## config.mk

```make
export PLATFORM = sky130hd
export DESIGN_NAME = genpc_ras
export DESIGN_NICKNAME = d
export VERILOG_FILES = /design/src/rtl/genpc_pkg.sv /design/src/rtl/ras_stack.sv /design/src/rtl/genpc_ras.sv
export SDC_FILE = /design/constraint.sdc
export NUM_CORES = 1
export LEC_CHECK = 0
export CORE_ASPECT_RATIO = 0.75
export CORE_MARGIN = 2
export CORE_UTILIZATION = 45
export DETAILED_ROUTE_END_ITERATION = 10
export GPL_TIMING_DRIVEN = 0
export PLACE_DENSITY_LB_ADDON = 0.2
export RECOVER_POWER = 50
export SETUP_SLACK_MARGIN = 0.05
export SYNTH_ARGS = -nofsm -noshare
export SYNTH_HDL_FRONTEND = slang
export SYNTH_SLANG_ARGS = --single-unit
export TNS_END_PERCENT = 30
```

## constraint.sdc

```tcl
create_clock -name clk -period 8.82 [get_ports clk]
set_input_delay 2.646 -clock clk [delete_from_list [all_inputs] [get_ports clk]]
set_output_delay 2.646 -clock clk [all_outputs]
set_load 0.02 [all_outputs]
```

## src/rtl/genpc_pkg.sv

```systemverilog
// Shared constants, types and width helpers for the fetch PC generator.
// Latency: n/a (package).
// Backpressure: n/a (package).
package genpc_pkg;

    // Sequential PC increments for compressed and full-width instructions.
    localparam logic [31:0] INC_RV16 = 32'd2;
    localparam logic [31:0] INC_RV32 = 32'd4;

    // Link registers recognised by the call/return hints.
    localparam logic [4:0] LINK_X1 = 5'd1;
    localparam logic [4:0] LINK_X5 = 5'd5;

    typedef enum logic {
        ST_SEQ   = 1'b0,
        ST_CROSS = 1'b1
    } fsm_state_t;

    // Byte-offset width inside a fetch block.
    function automatic int calc_ob(input int fetch_bytes);
        return $clog2(fetch_bytes);
    endfunction

    // RAS pointer width; never below 1 bit.
    function automatic int calc_ras_pw(input int depth);
        return (depth > 2) ? $clog2(depth) : 1;
    endfunction

endpackage

```

## src/rtl/ras_stack.sv

```systemverilog
// Circular return-address stack: push, pop, replace-top; count saturates at DEPTH.
// Latency: updates visible at top/empty on the cycle after the edge.
// Backpressure: none; push when full overwrites oldest, pop when empty is ignored.
// Ports: clk/rst, push/pop strobes, push_dat; top = newest entry, empty = count 0.
module ras_stack
    import genpc_pkg::*;
#(
    parameter int DEPTH = 4
) (
    input  logic        clk,
    input  logic        rst,
    input  logic        push,
    input  logic        pop,
    input  logic [31:0] push_dat,
    output logic [31:0] top,
    output logic        empty
);
    localparam int PW = calc_ras_pw(DEPTH);

    logic [31:0]   mem [DEPTH];
    logic [PW-1:0] sp;
    logic [PW:0]   cnt;

    logic do_push;
    logic do_pop;
    logic do_repl;

    assign do_push = push & ~pop;
    assign do_pop  = pop & ~push & (cnt != '0);
    // Coroutine call/return: new link replaces the popped one in place.
    assign do_repl = push & pop;

    always_ff @(posedge clk) begin
        if (rst) begin
            sp  <= '0;
            cnt <= '0;
        end else if (do_push) begin
            sp <= sp + PW'(1);
            if (cnt != (PW+1)'(DEPTH)) begin
                cnt <= cnt + (PW+1)'(1);
            end
        end else if (do_pop) begin
            sp  <= sp - PW'(1);
            cnt <= cnt - (PW+1)'(1);
        end
    end

    // Storage is not reset; count gates every read that matters.
    always_ff @(posedge clk) begin
        if (!rst) begin
            if (do_push) begin
                mem[sp + PW'(1)] <= push_dat;
            end else if (do_repl) begin
                mem[sp] <= push_dat;
            end
        end
    end

    assign top   = mem[sp];
    assign empty = (cnt == '0);

endmodule

```

## src/rtl/genpc_ras.sv

```systemverilog
// Fetch PC generator with return-address stack and cross-block two-read FSM.
// Latency: nxtpc/isram_adr/isram_cs combinational; pc registered, 1 cycle.
// Backpressure: stall or fet_stall holds pc; CROSS costs one extra cycle.
// Ports: redirect/trap/decode hints in; pc, isram_adr/cs, cross_bd_ff, fet_stall,
// ras_pred, ras_empty out.
module genpc_ras
    import genpc_pkg::*;
#(
    parameter int FETCH_BYTES = 8,
    parameter int RAS_DEPTH   = 4,
    localparam int OB         = calc_ob(FETCH_BYTES)
) (
    input  logic          clk,
    input  logic          cpurst,
    input  logic [31:0]   boot_addr,
    input  logic          stall,
    input  logic          redirect_valid,
    input  logic [31:0]   redirect_pc,
    input  logic          trap_valid,
    input  logic [31:0]   trap_pc,
    input  logic          dec_valid,
    input  logic          dec_isrv16,
    input  logic          dec_isjal,
    input  logic          dec_isjalr,
    input  logic          dec_isbxx,
    input  logic          dec_bxx_taken,
    input  logic [31:0]   dec_offset,
    input  logic          dec_rd_link,
    input  logic          dec_rs1_link,
    input  logic [31:0]   jalr_base,
    input  logic          jalr_dep,
    output logic [31:0]   pc,
    output logic [31-OB:0] isram_adr,
    output logic          isram_cs,
    output logic          cross_bd_ff,
    output logic          fet_stall,
    output logic          ras_pred,
    output logic          ras_empty
);
    fsm_state_t    state_q, state_d;
    logic [31:0]   nxtpc;
    logic [31:0]   inc;
    logic [31:0]   ras_top;
    logic          st_empty;
    logic          ret, call, adv, jc, last_hw;
    logic [31-OB:0] adr_ff;

    assign ret  = dec_isjalr & dec_rs1_link & ~dec_rd_link;
    assign call = (dec_isjal | dec_isjalr) & dec_rd_link;
    assign inc  = dec_isrv16 ? INC_RV16 : INC_RV32;

    assign cross_bd_ff = (state_q == ST_CROSS);

    // A predicted return never waits on the forwarded base register.
    assign fet_stall = ~cpurst &
                       ((dec_valid & dec_isjalr & jalr_dep & ~(ret & ~st_empty)) | cross_bd_ff);
    assign ras_empty = cpurst | st_empty;

    always_comb begin
        nxtpc    = pc + inc;
        jc       = 1'b0;
        ras_pred = 1'b0;
        if (redirect_valid) begin
            nxtpc = redirect_pc;
            jc    = 1'b1;
        end else if (stall | fet_stall) begin
            nxtpc = pc;
        end else if (trap_valid) begin
            nxtpc = trap_pc;
            jc    = 1'b1;
        end else if (dec_valid & ret & ~st_empty) begin
            nxtpc    = (ras_top + dec_offset) & ~32'd1;
            jc       = 1'b1;
            ras_pred = 1'b1;
        end else if (dec_valid & dec_isjalr) begin
            nxtpc = (jalr_base + dec_offset) & ~32'd1;
            jc    = 1'b1;
        end else if (dec_valid & (dec_isjal | (dec_isbxx & dec_bxx_taken))) begin
            nxtpc = pc + dec_offset;
            jc    = 1'b1;
        end
    end

    // Target sits in the last halfword of its block: a 32-bit instruction there
    // straddles into the next block.
    assign last_hw = &nxtpc[OB-1:1];

    assign adv = dec_valid & ~redirect_valid & ~trap_valid & ~stall & ~fet_stall;

    ras_stack #(
        .DEPTH (RAS_DEPTH)
    ) u_ras (
        .clk      (clk),
        .rst      (cpurst),
        .push     (adv & call),
        .pop      (adv & ret),
        .push_dat (pc + inc),
        .top      (ras_top),
        .empty    (st_empty)
    );

    always_comb begin
        state_d = state_q;
        case (state_q)
            ST_SEQ:   if (last_hw & jc & ~stall) state_d = ST_CROSS;
            ST_CROSS: state_d = ST_SEQ;
            default:  state_d = ST_SEQ;
        endcase
    end

    always_ff @(posedge clk) begin
        if (cpurst) begin
            state_q <= ST_SEQ;
            pc      <= boot_addr;
            adr_ff  <= boot_addr[31:OB];
        end else begin
            state_q <= state_d;
            pc      <= nxtpc;
            adr_ff  <= isram_adr;
        end
    end

    always_comb begin
        isram_adr = nxtpc[31:OB];
        if (cpurst) begin
            isram_adr = boot_addr[31:OB];
        end else if (cross_bd_ff & ~redirect_valid) begin
            isram_adr = pc[31:OB] + 1'b1;
        end else if (last_hw & ~jc) begin
            // Lower half already buffered on sequential arrival: prefetch next block.
            isram_adr = pc[31:OB] + 1'b1;
        end
    end

    assign isram_cs = cpurst | (isram_adr != adr_ff) | (last_hw & (isram_adr == adr_ff));

endmodule

```

==> results of run 1 <==
-- worst max path at each step --
stage                                            end  slack (ns)  cells after the start      startpoint
final                                       isram_cs       -0.52                     14      trap_valid
after global routing                        isram_cs       -0.57                     16   jalr_base[20]
after CTS                                   isram_cs       -0.38                     18   dec_offset[0]
after detailed placement                    isram_cs       -2.55                     16      dec_isjalr
after global placement    u_ras.mem[1][30]$_DFFE_PP_       -3.23                      8  redirect_valid
after floorplan                             isram_cs        0.06                     15   dec_offset[0]
-- tightest hold or removal path, stage by stage, from the launching register on --
cell	delay [ns]
dfxtp_1	0.39
nand3_1	0.10
a21oi_1	0.06
-- final cells by class --
type	count	share of cell area
diodes	1	0.0001046
plain buffers	96	0.02426
clock buffers	17	0.01778
clock inverters	15	0.008052
inverters	42	0.006588
multi-input cells	1602	0.5586
flip-flops and latches	197	0.2188
well taps	504	0.02635
repair buffers	375	0.1395
-- sequential cells by signal, indices dropped and copies added (netlist names), named ones only --
signal / flops
u_ras.mem: 128
u_ras.cnt: 3
pc: 32
u_ras.sp: 2
cross_bd_ff: 1
adr_ff: 29
-- synthesized netlist by cell type, types with 8 or more instances --
library cell    n
buf_1          10
a211oi_1       19
a31oi_1        17
and3_1         25
nor2b_1        11
nand4_1        51
nor3_1         69
a21oi_1       160
o2111ai_1       9
nand2_1       216
xnor2_1        82
o21a_1         19
clkbuf_1       87
xor2_1         59
ha_1           94
nor2_1        160
a221oi_1       21
o21ai_0       114
edfxtp_1      129
o211ai_1       34
mux4_2         31
mux2i_1        18
nor4_1         22
o21ai_1         8
nand2b_1       13
o221ai_1       16
or3_1          11
a21o_1         41
o31ai_1        19
and2_1         14
nand3_1        70
o22ai_1        13
dfxtp_1        68
buf_2          23
inv_1          40
-- what timing repair did --
item / 4_1_cts / 5_1_grt
hold buffers: 0 / 0
setup buffers: 94 / 39
endpoints found under the setup margin: 31 / 21
resized for setup: 564 / 166
pin swaps: 131 / 105
-- kinds of logic (layout without fill, tap and decap cells) --
family | Yosys count | after routing | synth area share
xor gates and xnor gates | 141 | 141 | 0.07333
muxes | 56 | 56 | 0.05684
adders and majority gates | 99 | 99 | 0.07578
buffers and inverters | 169 | 545 | 0.04086
DFF | 197 | 197 | 0.3108
and+or+nand+nor | 712 | 712 | 0.2056
other | 0 | 1 | 0
AOI/OAI and AO/OA | 594 | 594 | 0.2367
-- power by group through the flow --
stage / logic [mW] / registers [mW] / clock network (mW)
global route: 1.51 / 1.11 / 0.886
floorplan: 0.636 / 1.10 / 0
global placement: 1.11 / 1.11 / 0
finish: 1.46 / 1.11 / 0.864
detailed placement: 1.11 / 1.11 / 0
CTS: 1.33 / 1.10 / 0.856
-- per-layer routing --
layer | vias to the layer above | GRT usage | part of all wire
met2 | 1651 | 0.6270 | 0.41
met4 | 2 | 0.1586 | 0.042
met3 | 256 | 0.1650 | 0.16
met1 | 9509 | 0.6184 | 0.39
li1 | 8202 | - | -
met5 | - | 0 | 0.00015
==> reports/results.tsv, run 1 <==
stage	metric	value	unit
placed_design	io_buffer_count	237	
timing	tightest_slew	1.390	ns
critical_path	cpPeakStageDelay	0.79	ns
floorplanning	start_util	0.4559	
critical_path	crit_family	simple AND/OR/NAND/NOR gates	
placed_design	pre_cts_ws	-2.547	ns
critical_path	cp.required	6.17	ns
timing	fin_setup_tns	-0.8079	ns
timing	finalSetupViolations	4	
clocking	clk_pin_slew	0.08	ns
critical_path	path_buf_inv	3	
clocking	clock-sinks	197	
clocking	ctsLongestPathBuffers	2	
hold_path	hold_end	u_ras.cnt[1]$_SDFFE_PP0P_	
power	cellInternalPower	2.064	mW
critical_path	timing.critical_path.mode_cell	nand4_1	
timing	holdWs	0.5956	ns
floorplanning	rows	61	
clocking	htreeDepth	4	
timing	clock_skew	0.01427	ns
yosys	synth_top_cell_area_share	0.2300	
cells_and_area	multi_input_area	13370	sq um
cells_and_area	post-route-util	0.6478	
routing	drtIter0Drc	3014	
cells_and_area	final_nets	2604	
flow_run	max_cap_violations	0	
power	p_per_area	143.3	nW/um^2
floorplanning	chipHeight	171.5	um
timing	rsz0062_at_grt	yes	
timing	setup_slack	-0.5233	ns
global_routing	grt_pass1_vias	17910	
outcome	status	finished with violations	
timing	relSlewSlack	0.07347	
power	peakVddDrop	0.0001851	V
clocking	cts_tree	yes	
critical_path	path_cells	clkdlybuf4s50_1 > clkbuf_4 > nor2_1 > o31ai_2 > a211oi_2 > o221ai_1 > a21o_1 > a31oi_2 > xnor2_1 > nor4_1 > nand4_1 > nor4_4 > nand4_1 > buf_6	
cells_and_area	drive_gt1_frac	0.2683	
critical_path	r2r_end	pc[31]$_DFF_P_	
timing	max_freq	107.0	MHz
critical_path	end_kind	output port	
floorplanning	core	36940	sq um
clocking	clk_latency	0.48	ns
power	switching_power	1.364	mW
yosys	syn_inst	1968	
global_routing	grtUsageTotal	0.4444	
routing	num_vias	19620	
placed_design	placed_cells	2717	
routing	wl	88.94	mm
yosys	avgSynthCellArea	8.557	sq um
yosys	syn_nets	2241	
yosys	synth_seq_area_share	0.3108	
timing	fin_crit	9.343	ns
cells_and_area	area_delta_synth_final	42.10	%
routing	final_antenna_net_count	0	
global_routing	overflow	0	
critical_path	worst_setup_path_start_kind	primary input	
yosys	ys_seq_elements	197	
floorplanning	fp.dieW	227.4	um
timing	slew_viol_final	0	
cells_and_area	stdcell_area	23930	sq um
yosys	synth_cell_types	103	
global_routing	grt_first_pass_wirelength	122.9	mm
hold_path	hold_path.class	reg2reg	
critical_path	r2r_cells	16	
cells_and_area	fill_cells	3027	
yosys	async_reset_ff_frac	0	
critical_path	crit_fanout	10	
critical_path	arrival	6.70	ns
yosys	yosys_warnings	0	
power	p_leak	8.692	nW
routing	via_per_inst	6.887	
power	p_clk_frac	0.252	
power	combPwrFrac	0.425	
timing	hold_viol	0	
cells_and_area	regArea	5235	sq um
placed_design	dp_hpwl	67.22	mm
routing	wire_per_inst	31.22	um
power	seqPwrFrac	0.323	
power	design_power_total	3.428	mW
clocking	cts_buffers	17	
critical_path	path_class	in2out	
hold_path	hold_start	u_ras.cnt[1]$_SDFFE_PP0P_	
cells_and_area	mostFrequentLayoutCells	198 x nand2_1, 143 x nor2_1, 138 x clkdlybuf4s50_1	
yosys	synth_edf_count	129	
cells_and_area	instances_no_fill	2849	
floorplanning	pin_count	240	
global_routing	grt_antenna_before_repair	2	
yosys	synth_top_area_cell	edfxtp_1	
yosys	synth_flop_cell	edfxtp_1	
global_routing	grt_max_degree	32	
outcome	violations	setup timing	
critical_path	crit_path_top_delay_cell	nor2_1	
hold_path	whs_path_depth	2	
yosys	ys_top_cells_by_area	edfxtp_1 23%, dfxtp_1 8.1%, ha_1 7.0%	
yosys	synth_area	16840	sq um
routing	drt_pass1_iterations	6	
clocking	cts-root-buf	clkbuf_16	
timing	period_share	1.059	
placed_design	place_congestion	1.006	
floorplanning	die_area	39000	sq um
cells_and_area	layout_commonest_cell	nand2_1	
critical_path	rrSetupSlack	3.52	ns
routing	route.detailed.drc	0	
placed_design	placed_area	19980	sq um
power	p_sw_frac	0.3980	
(Power assumes the default switching activity.)
==> run 2, diff against run 1 <==
Settings changed: CORE_MARGIN 2 to 8, SYNTH_HIERARCHICAL from default to 1.
==> reports/results.tsv, run 2 <==
stage	metric	value	unit
yosys	synth_top_area_cell	edfxtp_1	
cells_and_area	regArea	5235	sq um
clocking	clock-sinks	197	
power	seqPwrFrac	0.346	
timing	setup_slack	-1.085	ns
timing	slew_viol_final	0	
placed_design	dp_hpwl	69.35	mm
critical_path	cp.required	6.17	ns
timing	rsz0062_at_grt	yes	
cells_and_area	area_delta_synth_final	30.37	%
critical_path	r2r_cells	16	
floorplanning	fp.dieW	242.1	um
critical_path	arrival	7.26	ns
yosys	synth_edf_count	129	
placed_design	place_congestion	1.040	
yosys	ys_top_cells_by_area	edfxtp_1 22%, dfxtp_1 7.9%, ha_1 6.9%	
global_routing	grt_antenna_before_repair	3	
routing	via_per_inst	6.729	
critical_path	crit_fanout	10	
cells_and_area	fill_cells	3349	
routing	wire_per_inst	30.77	um
timing	tightest_slew	1.135	ns
hold_path	whs_path_depth	2	
global_routing	overflow	0	
timing	period_share	1.123	
floorplanning	die_area	44910	sq um
routing	wl	86.83	mm
power	combPwrFrac	0.412	
critical_path	path_class	in2out	
power	cellInternalPower	1.890	mW
cells_and_area	largest_register	u_ras/mem	
placed_design	io_buffer_count	237	
clocking	cts_tree	yes	
clocking	ctsLongestPathBuffers	2	
global_routing	grt_first_pass_wirelength	122.4	mm
power	switching_power	1.278	mW
floorplanning	chipHeight	185.5	um
timing	hold_viol	0	
power	p_sw_frac	0.4033	
floorplanning	pin_count	240	
floorplanning	rows	62	
power	p_per_area	140.9	nW/um^2
power	design_power_total	3.168	mW
yosys	synth_top_cell_area_share	0.2246	
yosys	synth_flop_cell	edfxtp_1	
yosys	avgSynthCellArea	8.585	sq um
routing	num_vias	18990	
yosys	synth_area	17250	sq um
yosys	synth_cell_types	104	
clocking	cts-root-buf	clkbuf_16	
routing	drt_pass1_iterations	7	
cells_and_area	final_nets	2567	
yosys	ys_seq_elements	197	
placed_design	placed_area	20430	sq um
cells_and_area	multi_input_area	12560	sq um
critical_path	end_kind	output port	
yosys	yosys-top-cells-count	209 x nand2_1, 162 x nor2_1, 155 x a21oi_1	
power	p_clk_frac	0.242	
flow_run	max_cap_violations	0	
clocking	htreeDepth	4	
yosys	yosysMostFrequentCell	nand2_1	
timing	relSlewSlack	0.2380	
yosys	yosys_warnings	6	
critical_path	worst_setup_path_start_kind	primary input	
clocking	clk_latency	0.48	ns
floorplanning	core	38010	sq um
yosys	syn_inst	2009	
power	p_leak	8.242	nW
timing	clock_skew	0.01932	ns
routing	final_antenna_net_count	0	
timing	fin_crit	9.905	ns
global_routing	grtUsageTotal	0.3704	
floorplanning	start_util	0.4537	
global_routing	grt_max_degree	24	
hold_path	hold_path.class	reg2reg	
placed_design	placed_cells	2769	
clocking	hold_buffers	0	
clocking	cts_buffers	17	
outcome	status	finished with violations	
yosys	async_reset_ff_frac	0	
outcome	violations	setup timing	
routing	route.detailed.drc	0	
clocking	clk_pin_slew	0.07	ns
cells_and_area	largestRegisters	u_ras/mem (128), pc (32), adr_ff (29)	
cells_and_area	drive_gt1_frac	0.1664	
cells_and_area	largest_reg_flops	128	
cells_and_area	stdcell_area	22480	sq um
cells_and_area	instances_no_fill	2822	
timing	max_freq	101.0	MHz
cells_and_area	mostFrequentLayoutCells	205 x nand2_1, 156 x nor2_1, 151 x clkdlybuf4s50_1	
power	peakVddDrop	0.0001430	V
cells_and_area	layout_commonest_cell	nand2_1	
routing	drtIter0Drc	2718	
yosys	syn_nets	2282	
global_routing	grt_pass1_vias	18000	
yosys	synth_seq_area_share	0.3035	
timing	finalSetupViolations	18	
[run 2: cell count changes after synthesis, moves of 9 or more]
cell,delta
xnor2_1,-14
a2111oi_0,+14
a31oi_1,+9
nand3_1,-18
nor3_1,-16
o21ai_1,+9
a211oi_1,+9
nand4_1,-11
nor4_1,-9
inv_1,+13
or3_1,+26
[run 2: cell type report]
class                   count  area share
diodes                      3   0.0003339
flip-flops and latches    197      0.2328
inverters                  53    0.008848
clock inverters            14    0.005398
multi-input cells        1635      0.5585
clock buffers              18     0.01909
well taps                 512     0.02849
plain buffers             101     0.02321
repair buffers            289      0.1233
[run 2: what timing repair did]
action | 4_1_cts | 5_1_grt
resized for setup | 272 | 119
pin swaps | 44 | 28
setup buffers | 33 | 8
setup endpoints to repair | 32 | 29
cloned | 0 | 0
[run 2: power groups by stage]
| stage | logic (mW) | registers [mW] | clock network, mW |
|---|---|---|---|
| floorplan | 0.652 | 1.10 | 0 |
| global placement | 1.13 | 1.11 | 0 |
| detailed placement | 1.13 | 1.11 | 0 |
| CTS | 1.23 | 1.09 | 0.770 |
| global route | 1.37 | 1.09 | 0.801 |
| finish | 1.31 | 1.10 | 0.766 |
[run 2: critical path, cell delays in order]
cell and delay, ns:
clkdlybuf4s50_1 0.51, or3b_1 0.40, buf_2 0.20, a21o_1 0.20, a221oi_4 0.37, o211ai_1 0.22, o21ai_4 0.27, buf_6 0.22
nand2_2 0.21, nor2_1 0.23, nor4_1 0.10, a2111oi_4 0.37, o2111ai_2 0.25, nor4_4 0.31, o211ai_1 0.15, or4_4 0.43
buf_6 0.15
[run 2: stage by stage]
stage	worst slack [ns]	TNS, ns	util	hold WS (ns)
after floorplan	0.05169	0	-	0.4925
after global placement	-3.760	-332.89	0.5339	0.5239
after detailed placement	-2.655	-34.78	0.5376	0.5476
after CTS	-0.9972	-3.109	0.5808	0.5581
after global routing	-1.167	-11.00	0.5913	0.5810
final	-1.085	-10.18	0.5915	0.5556
[run 2: routing by layer]
metal | wire (um) | vias to the layer above | global-route usage
li1 | - | 8217 | -
met3 | 11800 | 178 | 0.1118
met1 | 36300 | 9202 | 0.5182
met4 | 2898 | 2 | 0.1209
met2 | 35810 | 1389 | 0.5414
met5 | 13 | - | 0
[run 2: kinds of logic after synthesis]
| group | share of synthesized area |
|---|---|
| multiplexers | 0.06312 |
| AO/OA/AOI/OAI | 0.2530 |
| buffers and inverters | 0.04179 |
| XOR/XNOR | 0.06653 |
| flip-flops | 0.3035 |
| AND/OR/NAND/NOR | 0.1985 |
| adder cells (fa/ha/maj) | 0.07356 |
[run 2: final timing paths]
| kind | startpoint | endpoint | slack, ns |
|---|---|---|---|
| max | dec_rd_link | isram_cs | -1.09 |
| min | u_ras/cnt[0]$_SDFFE_PP0P_ | u_ras/cnt[0]$_SDFFE_PP0P_ | 0.56 |
| max reg2reg | u_ras/cnt[2]$_SDFFE_PP0P_ | u_ras/mem[1][29]$_DFFE_PP_ | 3.46 |
| min reg2reg | u_ras/cnt[0]$_SDFFE_PP0P_ | u_ras/cnt[0]$_SDFFE_PP0P_ | 0.56 |
==> patch 1 (config.mk and constraints of run 1) <==
`RAS_DEPTH`: 4 -> 8.
--- a/src/rtl/genpc_ras.sv
+++ b/src/rtl/genpc_ras.sv
@@ -9,3 +9,3 @@
     parameter int FETCH_BYTES = 8,
-    parameter int RAS_DEPTH   = 4,
+    parameter int RAS_DEPTH   = 8,
     localparam int OB         = calc_ob(FETCH_BYTES)
Check against the original RTL: not settled (the Yosys comparison gave no result); the edit may change what the design does.
==> patch 1 against run 1 <==
- the flow still finishes with violations (negative setup slack)
- utilization decreased by 4.2 points
- sequential cell count is 131 higher
- wire length grew 16%
- largest cell class unchanged
- total power increased by 37%
- final cell count rose by 17%
- critical path depth down 1
- first-iteration DRC count increased by 12%
- setup slack worse by 210 ps
- sequential power grew 61%
- clock power is 71% higher
- count of clock-buffer cells in the layout up 27
- design area up 24%
- synthesized area increased by 33%
==> patch 1: results (changes against run 1) <==
metric	value	unit	change
ys_seq_area_share	40.7	%	+9.6 points
fin_setup_tns	-3240	ps	-2440 ps
ir_worst_vdd	0.220	mV	+19%
p_per_area	158	nW/um2	+10%
antenna_found_initial	3		+1
combinationalPower	0.00142	W	-3%
finalSetupViolations	13		+9
cp_top_family	buffers and inverters		
clock_path_buffers	3		+1
finClkSkew	39.6	ps	+25.3 ps
drt_iter0_markers	3369		+12%
buffers	448		-4.9%
holdPathEnd	u_ras.sp[1]$_SDFFE_PP0N_		
routabilityCongestion	1.04		+3.8%
grt_pass1_vias	21100		+18%
slowest_delay	750	ps	-40 ps
worstReg2RegEnd	adr_ff[24]$_DFF_P_		
crit_arrival	6900	ps	+200 ps
status	finished, violations left		
syn-num-nets	2578		+15%
p_clk_share	31.5	%	+6.3 points
yosysUniqueCellTypes	85		-17%
nets	2923		+12%
nonClkBufAreaFrac	12.8	%	-3.6 points
slowest_stage	clkbuf_1		
routed-via-count	22400		+14%
num-multi-input-gates	1787		+12%
post_cts_resized	544		-3.5%
clkCellAreaFrac	3.78	%	+1.2 points
timing.final.ws_setup	-730	ps	-207 ps
diodes	2		+1
final_cells	3322		+17%
clockBufferCount	44		+27
regArea	9140	um2	+75%
clk_pin_slew	60	ps	-20 ps
post-place-ws	-3190	ps	-644 ps
drive_above_1_share	22.8	%	-4.1 points
clkLatencyLatePin	580	ps	+100 ps
setup.worst_path.start	cpurst		
power.leakage	10.3	nW	+18%
rrSetupSlack	3320	ps	-200 ps
dp_hpwl	80200	um	+19%
fill_cells	4073		+35%
r2r_cells	17		+1
n_all_inverters	47		+12%
post_synth.cell_area_avg	9.75	um2	+14%
largestRegisters	u_ras.mem (256), pc (32), adr_ff (29)		
synth_edf_count	257		+99%
numCtsBuffers	34		+17
netlist_top_cells_count	edfxtp_1 (257), nand2_1 (236), nor2_1 (185)		
wl	103000	um	+16%
h-tree-depth	2		-2
seq_cell_count	328		+66%
violations	negative setup slack		
p_int	0.00308	W	+49%
min-delay-start	u_ras.sp[1]$_SDFFE_PP0N_		
yosys-top-cells-area	edfxtp_1 (34%), dfxtp_1 (6.3%), mux4_2 (6.2%)		
-- patch 1: cell types whose count changed in the layout (fill, tap and decap cells not counted), moves of 16 or more --
| cell | run 1 | this run |
|---|---|---|
| edfxtp_1 | 129 | 257 |
| buf_4 | 129 | 77 |
| nand2_1 | 198 | 230 |
| mux4_2 | 31 | 62 |
| mux2_2 | 6 | 34 |
| nor2_1 | 143 | 167 |
| o21ai_0 | 83 | 106 |
| clkbuf_1 | 35 | 54 |
| clkbuf_16 | 17 | 34 |
| nor3_1 | 62 | 46 |
-- patch 1: metal layers --
| layer | track usage (%) | vias to the layer above | wire, um |
|---|---|---|---|
| met3 | 12.1 | 230 | 13400 |
| met2 | 56.1 | 1558 | 42600 |
| met5 | 0 | - | 0 |
| met4 | 12.0 | 0 | 4080 |
| li1 | - | 9573 | - |
| met1 | 55.9 | 11100 | 42900 |
-- patch 1: cell families (layout without fill, tap and decap cells) --
| logic type | count (synthesis) | count (layout) | share of synthesized area [%] |
|---|---|---|---|
| AOI/OAI and AO/OA | 653 | 653 | 19.3 |
| xor gates and xnor gates | 123 | 123 | 4.80 |
| adders and majority gates | 103 | 103 | 5.91 |
| buffers and inverters | 186 | 557 | 3.26 |
| DFF | 328 | 328 | 40.7 |
| muxes | 124 | 124 | 9.20 |
| other | 0 | 2 | 0 |
| and+or+nand+nor | 784 | 784 | 16.8 |
-- patch 1: stage by stage --
stage / cell area [um2] / hold slack [ps] / utilization (%)
after global routing: 29600 / 577 / 60.5
after detailed placement: 26000 / 537 / 53.0
after floorplan: 22400 / 479 / -
final: 29600 / 564 / 60.5
after CTS: 29400 / 551 / 60.1
after global placement: 25600 / 514 / 52.4
==> patch 2 (settings of run 1) <==
Without the edit above. Make the reset (`rst`) asynchronous in one clocked block.
--- a/src/rtl/ras_stack.sv
+++ b/src/rtl/ras_stack.sv
@@ -32,3 +32,3 @@
 
-    always_ff @(posedge clk) begin
+    always_ff @(posedge clk or posedge rst) begin
         if (rst) begin
Function: changed (Yosys sat finds a counterexample within 4 cycles, from zero or initial values and one cycle with cpurst high; the reset may be asserted at any time).
==> patch 2 against run 1 <==
- the run ends with max-capacitance violations, negative setup slack left
- synthesized area increased by 1.3%
- sequential cell count decreased by 2
- setup slack got worse by 210 ps
- wire length decreased by 5.0%
- global-route usage decreased by 3.2 points
- total power increased by 37%
- design area decreased by 3.8%
- first-iteration DRC count decreased by 11%
- sequential share of layout area increased by 0.81 points
- critical endpoint unchanged
==> patch 2: results (changes against run 1) <==
metric	value	unit	change
seq_share	22.7	%	+0.81 points
clkCellAreaFrac	2.67	%	+0.087 points
place_inst	2750		+1.2%
yosysUniqueCellTypes	91		-12%
crit_arrival	6910	ps	+210 ps
post_dp_cell_area	20300	um2	+1.5%
power.leakage	8.39	nW	-3.5%
max-cap-violations	1		+1
violations	max-capacitance violations, negative setup slack		
ys_async_sr_fraction	2.56	%	+2.6 points
met1Wirelength	34300	um	-1.8%
nonClkBufAreaFrac	14.8	%	-1.6 points
grt_usage	41.2	%	-3.2 points
num-multi-input-gates	1637		+2.2%
netlist_top_cells_count	nand2_1 (226), a21oi_1 (168), nor2_1 (157)		
finClkSkew	17.9	ps	+3.62 ps
clock-sinks	195		-1.0%
wl	84500	um	-5.0%
yosys-top-cells-area	edfxtp_1 (23%), dfxtp_1 (7.2%), ha_1 (6.9%)		
timing.final.ws_setup	-734	ps	-210 ps
multi_input_area_share	56.4	%	+0.55 points
routed-via-count	19100		-2.5%
gr-usage-met3	11.9	%	-4.6 points
drive_above_1_share	20.7	%	-6.2 points
holdPathEnd	cross_bd_ff$_SDFF_PP0_		
design_area	23000	um2	-3.8%
p_comb_share	58.3	%	+16 points
buffers	407		-14%
diodes	0		-1
rrSetupSlack	3590	ps	+70 ps
grt_max_degree	33		+3.1%
worstReg2RegEnd	adr_ff[21]$_DFF_P_		
syn-num-nets	2270		+1.3%
final_core_util	61.8	%	-3.0 points
whs	619	ps	+23.5 ps
fin_setup_tns	-1340	ps	-535 ps
finalSetupViolations	5		+1
r2r_cells	17		+1
dp_hpwl	66600	um	-0.86%
ir_worst_vdd	0.240	mV	+30%
synth-adder-area-share	7.48	%	-0.098 points
p_sw	0.00217	W	+59%
status	finished, violations left		
ys_seq_area_share	30.6	%	-0.49 points
combinationalPower	0.00273	W	+87%
-- patch 2: cell count changes in the layout (fill, tap and decap cells not counted), moves of 12 or more --
cell / run 1 / this run
buf_4: 129 / 79
clkdlybuf4s50_1: 138 / 173
dlygate4sd3_1: 33 / 0
a21oi_1: 125 / 151
ha_4: 54 / 28
nand2_1: 198 / 218
ha_1: 29 / 47
nor3_1: 62 / 45
buf_2: 31 / 15
xor2_1: 54 / 38
a21oi_4: 18 / 3
clkbuf_2: 26 / 38
o21ai_0: 83 / 95
-- patch 2: worst max-delay path, stage by stage --
cell             delay (ps)
clkdlybuf4s15_1         370
ha_2                    530
and3_1                  310
nor3b_2                 270
nand3_1                 210
nand2_1                 210
a31oi_1                 120
mux2i_1                 210
nor2_1                   90
o311a_1                 410
a221o_1                 380
xor2_1                  190
nor4b_2                 280
nand4_1                 170
a2111o_1                330
buf_2                   170
-- patch 2: timing repair --
item	CTS	global route
pin swaps	50	52
gates resized for setup	328	248
setup endpoints to repair	32	28
hold buffers	0	0
buffers inserted	44	22
